### src/rtl/gate_pkg.sv
// Shared types for the debounced gate unit: the LED reduction operation codes.
package gate_pkg;

  localparam int unsigned OP_W = 3;

  // Codes 6 and 7 are reserved and reduce to 0.
  typedef enum logic [OP_W-1:0] {
    OP_AND  = 3'd0,
    OP_OR   = 3'd1,
    OP_XOR  = 3'd2,
    OP_NAND = 3'd3,
    OP_NOR  = 3'd4,
    OP_XNOR = 3'd5
  } op_e;

endpackage

### src/rtl/switch_debouncer.sv
// One switch bit: 2-flop synchroniser followed by a saturating-count debouncer.
module switch_debouncer #(
  parameter int DEBOUNCE_CYCLES = 4
) (
  input  logic clk,
  input  logic rst_n,
  input  logic sw_i,
  output logic stable_o
);

  localparam int CNT_W = $clog2(DEBOUNCE_CYCLES + 1);
  localparam logic [CNT_W-1:0] CNT_LAST = CNT_W'(DEBOUNCE_CYCLES - 1);

  logic             s1;
  logic             s2;
  logic             stable_q;
  logic [CNT_W-1:0] cnt;

  // Synchronise the raw level, then commit it once it has differed from the
  // stable level for DEBOUNCE_CYCLES consecutive cycles.
  always_ff @(posedge clk or negedge rst_n) begin
    if (!rst_n) begin
      s1       <= 1'b0;
      s2       <= 1'b0;
      stable_q <= 1'b0;
      cnt      <= '0;
    end else begin
      s1 <= sw_i;
      s2 <= s1;
      if (s2 == stable_q) begin
        cnt <= '0;
      end else if (cnt == CNT_LAST) begin
        stable_q <= s2;
        cnt      <= '0;
      end else begin
        cnt <= cnt + 1'b1;
      end
    end
  end

  assign stable_o = stable_q;

endmodule

### src/rtl/debounced_gate_unit.sv
// N debounced switches reduced by a runtime-selected logic op onto one LED.
module debounced_gate_unit
  import gate_pkg::*;
#(
  parameter int N_INPUTS        = 2,
  parameter int DEBOUNCE_CYCLES = 4
) (
  input  logic                clk,
  input  logic                rst_n,
  input  logic [N_INPUTS-1:0] sw_i,
  input  op_e                 op_i,
  output logic [N_INPUTS-1:0] sw_stable_o,
  output logic                led_o,
  output logic                led_changed_o
);

  logic result;
  logic led_q;
  logic changed_q;

  for (genvar i = 0; i < N_INPUTS; i++) begin : g_sw
    switch_debouncer #(
      .DEBOUNCE_CYCLES(DEBOUNCE_CYCLES)
    ) u_deb (
      .clk     (clk),
      .rst_n   (rst_n),
      .sw_i    (sw_i[i]),
      .stable_o(sw_stable_o[i])
    );
  end

  // Reduce the debounced levels with the selected operation.
  always_comb begin
    result = 1'b0;
    case (op_i)
      OP_AND:  result = &sw_stable_o;
      OP_OR:   result = |sw_stable_o;
      OP_XOR:  result = ^sw_stable_o;
      OP_NAND: result = ~&sw_stable_o;
      OP_NOR:  result = ~|sw_stable_o;
      OP_XNOR: result = ~^sw_stable_o;
      default: result = 1'b0;
    endcase
  end

  // Register the LED and flag the cycle in which it takes a new value.
  always_ff @(posedge clk or negedge rst_n) begin
    if (!rst_n) begin
      led_q     <= 1'b0;
      changed_q <= 1'b0;
    end else begin
      led_q     <= result;
      changed_q <= (result != led_q);
    end
  end

  assign led_o         = led_q;
  assign led_changed_o = changed_q;

endmodule

### config.mk
export PLATFORM = sky130hd
export DESIGN_NAME = debounced_gate_unit
export DESIGN_NICKNAME = d
export VERILOG_FILES = /design/src/rtl/gate_pkg.sv /design/src/rtl/switch_debouncer.sv /design/src/rtl/debounced_gate_unit.sv
export SDC_FILE = /design/constraint.sdc
export NUM_CORES = 1
export LEC_CHECK = 0
export BUFFER_PORTS_ARGS = -buffer_cell sky130_fd_sc_hd__buf_2
export CAP_MARGIN = 10
export CORE_AREA = 2 2 39 41
export CTS_BUF_LIST = sky130_fd_sc_hd__clkbuf_8
export DETAILED_ROUTE_END_ITERATION = 6
export DIE_AREA = 0 0 41 43
export GPL_ROUTABILITY_DRIVEN = 1
export GPL_TIMING_DRIVEN = 0
export PLACE_DENSITY_LB_ADDON = 0.05
export SYNTH_ARGS = -nofsm -noshare
export SYNTH_HDL_FRONTEND = slang
export SYNTH_SLANG_ARGS = --single-unit
### constraint.sdc
create_clock -name clk -period 2.1 [get_ports clk]
set_input_delay 0.315 -clock clk [delete_from_list [all_inputs] [get_ports clk]]
set_output_delay 0.315 -clock clk [all_outputs]
set_load 0.005 [all_outputs]
### Yosys cells after proc, flatten, opt, wreduce, memory -nomap -nowiden

Cells that the tools add are included.

* bits in registers: 14
* bits in latches: 0
* bits in writable memories: 0
* ROM bits: 0
* bits of input ports: 7
* logic and storage cells: 38
* memories: 0

* add/subtract/negate cells: 2
* multiply operators: 0
* div/mod/pow operators: 0
* magnitude comparators: 0
* equal/unequal tests: 10
* shift operators: 0
* mux-type cells: 5
* bitwise operators: 2
* reduce and logical (&&, ||, !) cells: 9

Operators with widths (count)
* $eq A3 B2 Y1 const B: 4
* $mux W3: 4
* $add A3 B1 Y3 const B: 2
* $eq A3 B3 Y1 const B: 2
* $pmux W1 S6: 1
* $reduce_and A2 Y1: 3
* $eq A3 B1 Y1 const B: 1
* $logic_not A3 Y1: 1
* $eq A1 B1 Y1: 2
* $logic_not A1 Y1: 2
* $not A1 Y1: 2
* $reduce_or A2 Y1: 1
* $reduce_xnor A2 Y1: 1
* $reduce_xor A2 Y1: 1
* $ne A1 B1 Y1: 1

### Depth between registers and ports, before layout

* word-level depth: 4
* gate-level depth with buffers: 6
* depth with buffers taken out: 6

### Cells and area by module

Synthesis repeated with hierarchy kept, for this count alone.

* cell total of the unflattened synthesis: 43
* area, all modules: 590.6 sq um

By module, submodules not included
* switch_debouncer: instances 2, cells an instance 13, area an instance 216.5 sq um
* debounced_gate_unit: instances 1, cells an instance 17, area an instance 157.7 sq um

### Worst setup path after synthesis

OpenSTA, ideal clock, no wires.

* path kind: register -> register
* from: register g_sw[0].u_deb.stable_q
* to: register changed_q, in the netlist led_changed_o
* library setup time: 123 ps
* arrival time: 1509 ps
* data required time: 1977 ps
* path slack: 468 ps
* cell stages (with the launch flop): 7
* buffers on the path: 0
* cells stage by stage: dfrtp_1 > inv_1 > ha_1 > nor2b_4 > o211a_1 > or3_1 > xor2_1

* longest elaborated chain between the ends: 4

Ends and longest elaborated chain
* start, declared: line switch_debouncer.sv:16 `logic stable_q;`
* start signal, assigned: line switch_debouncer.sv:25 `stable_q <= 1'b0;`
* start signal, assigned: line switch_debouncer.sv:33 `stable_q <= s2;`
* $reduce_or A2 Y1 / $reduce_and A2 Y1 (equally long branches)
* $logic_not A1 Y1, on equally long branches: line debounced_gate_unit.sv:40, debounced_gate_unit.sv:39
* $pmux W1 S6 *: line debounced_gate_unit.sv:35 `case (op_i)`
* via result: line debounced_gate_unit.sv:17 `logic result;`
* $ne A1 B1 Y1 *: line debounced_gate_unit.sv:53 `changed_q <= (result != led_q);`
* end signal, assigned: line debounced_gate_unit.sv:53
* end, declared: line debounced_gate_unit.sv:19 `logic changed_q;`

Mark *: on every way through the listed nets, which the timed path passes. The rest lies on a longest branch.
A chain may end at the register's enable or synchronous reset.

### Worst setup path in the final report

Ends and elaborated chain as after synthesis.

==> run metrics <==
pre-CTS setup slack 0.385 ns; row count 14; Sw Ratio 28.0%; I/O pin total 11; gp weighted congestion 0.596; Die W 41 µm; fin crit share 81.7%; placed cell count 72; drt initial violations 2; Sw Pwr 252 µW; Combinational Power Share 30.0%; P_int 648 µW; post-route cell area 718 µm²; Reg clk slew, reported paths 0.06 ns; worst r2r dst led_changed_o; share of layout cells above drive strength 1 27.9%; final setup violation count 0; Min-Delay Path Depth 1; hpwl dp 696 µm; setup TNS 0 ns; fill cell count 127; Die ar. 0.00176 mm²; Seq pwr share 42.2%; critical path class flip-flop to flip-flop; Num CTS Buffers 3; Worst Hold Class input pin to flip-flop; Max clock buf depth 2; Crit. End Element flip-flop; Max-cap violations 0; Synth Area in Compound Gates 6.44%; fmax 583 MHz; critical path, cell by cell inv_1 -> ha_1 -> nor2b_4 -> o211a_1 -> or3_1 -> xor2_1; crit-path max cell delay 0.41 ns; final wirelength 845 µm; worst path bufs/invs 1; Worst Min Path Start sw_i[0]; outcome complete, no violations; post-synthesis mux area share 0%; ANT nets after route 0; Worst Slack Setup Final 0.384 ns; CTS tree done; slew margin rel. 75.2%; crit path DAT 1.84 ns; die height 43 µm; Max Transition Viols Final 0; overall routing resource usage 12.7%; simple-gate share of the synthesized area 15.9%; first-pass GRT wire length 1520 µm; FF-to-FF path depth 6; Mapped Area 583 µm²; RSZ-0062 raised after global routing no; syn_nets 57; IO buf count 10; Final Net Count 73; fin util 51.9%; #FFs+latches synth 14; worst skew pair latency 0.24 ns; slowest CP cell dfrtp_1; slew of the pin with the lowest slew margin 0.362 ns; Starting Density 42.1%; htree depth 1; Vias 364; Post-Synth XOR/XNOR Area 4.51%; detailed-route DRC error count 0; Post-Synth Adder-Cell Area 8.58%; Setup crit start kind flip-flop; reg-to-reg setup timing slack 0.38 ns; vias per inst 4.73; clk root buf clkbuf_8; DR pass1 iterations 2; Pleak 0.369 nW; Routed WL per cell 11.0 µm; Clock Skew 0.00184 ns; clock sinks 14; fin cells 77; clock share of power 27.9%; Yosys cell types 16; initial antenna violation count 0; Hold WS 0.183 ns; worst endpoint required time 2.22 ns; Placed Instance Area 653 µm²; total global routing overflow 0; sequential fraction of the synthesis area 60.1%; Design Power 901 µW; cts repair resizes 0; Crit path max-delay family simple AND/OR/NAND/NOR gates; Crit Path Max Fanout 4; PD cells 1250 mW/mm²; P&R area growth vs syn 23.2%; largest net degree at the start of global routing 15; Setup crit start g_sw[0].u_deb.stable_o; Core ar. 0.00138 mm²; # diodes 0; vias in the first global route 406; final period demand of the worst path 1.72 ns; Mapped Avg Cell Area 12.7 µm²; WHS Endpoint g_sw[0].u_deb.s1; post-CTS setup buffers 0; Yosys warning count 0; peak supply drop 0.000731 V; main combinational cell family by area after synthesis simple AND/OR/NAND/NOR gates; Syn Inst Count 46; Reg-to-Reg Start g_sw[0].u_deb.stable_o; Fin. Hold Viols 0
==> kinds of logic (layout without fill, tap and decap cells) <==
logic type               after synthesis  count (layout)
adder cells (fa/ha/maj)                4               4
XOR/XNOR                               3               3
flip-flops                            14              14
AO/OA/AOI/OAI                          5               5
buffers and inverters                  5              20
AND/OR/NAND/NOR                       15              15
==> worst max-delay path by stage <==
stage | endpoint | slack (ns) | depth (start not counted)
5_1_grt | led_changed_o | 0.28 | 6
2_1_floorplan | led_changed_o | 0.47 | 6
6_report | led_changed_o | 0.38 | 6
4_1_cts | led_changed_o | 0.38 | 6
3_3_place_gp | led_changed_o | 0.39 | 6
3_5_place_dp | led_changed_o | 0.39 | 6
==> registers in the layout, summed over array words and instances, names as in the netlist <==
register and flops:
g_sw.u_deb.s1 2, g_sw.u_deb.s2 2, led_o 1, led_changed_o 1, g_sw.u_deb.stable_o 2, g_sw.u_deb.cnt 6
==> power by group through the flow <==
stage               Combinational (mW)  Sequential (mW)  Clock (mW)
floorplan                        0.191            0.380           0
global placement                 0.252            0.385           0
detailed placement               0.273            0.385           0
CTS                              0.275            0.381       0.254
global route                     0.304            0.389       0.272
finish                           0.270            0.380       0.251
==> synthesized netlist by cell type <==
master | number | area, µm²
nor2b_1 | 4 | 25.0
dfrtp_1 | 14 | 350
nor2b_4 | 1 | 13.8
xor2_1 | 1 | 8.76
inv_1 | 3 | 11.3
buf_4 | 2 | 15.0
nor2_1 | 2 | 7.51
xnor2_1 | 2 | 17.5
o211a_1 | 1 | 10.0
nor3b_1 | 3 | 22.5
a2111oi_0 | 2 | 17.5
nand2_1 | 2 | 7.51
ha_1 | 4 | 50.1
or3_1 | 1 | 6.26
nor3_1 | 2 | 10.0
o21ai_1 | 2 | 10.0
==> routing by layer <==
| metal | track usage [%] | part of all wire, % | vias to the layer above |
|---|---|---|---|
| li1 | - | - | 183 |
| met4 | 4.00 | 0.59 | 0 |
| met2 | 21.3 | 53 | 7 |
| met5 | 0 | 0 | - |
| met3 | 4.71 | 4.4 | 2 |
| met1 | 14.1 | 42 | 172 |
==> final cells by class <==
class	instances	area [µm²]	share of cell area, %
Tap cell	16	20.0	2.79
Timing Repair Buffer	11	60.1	8.36
Clock buffer	4	55.1	7.67
Inverter	3	11.3	1.57
Sequential cell	14	350	48.8
Buffer	2	15.0	2.09
Multi-Input combinational cell	27	206	28.7
==> repair_timing <==
| action | CTS | global route |
|---|---|---|
| hold endpoints to repair | 14 | 0 |
| hold buffers | 1 | 0 |
| setup endpoints to repair | 0 | 0 |
==> cell usage in the layout, fill, tap and decap left out <==
cell	Yosys	layout
nor2b_4	1	1
inv_1	3	3
dlygate4sd3_1	0	1
o211a_1	1	1
clkbuf_8	0	4
buf_4	2	2
o21ai_1	2	2
dfrtp_1	14	14
a2111oi_0	2	2
xnor2_1	2	2
or3_1	1	1
buf_2	0	10
xor2_1	1	1
ha_1	4	4
nor3b_1	3	3
nand2_1	2	2
nor3_1	2	2
nor2_1	2	2
nor2b_1	4	4
(Power assumes the default switching activity.)
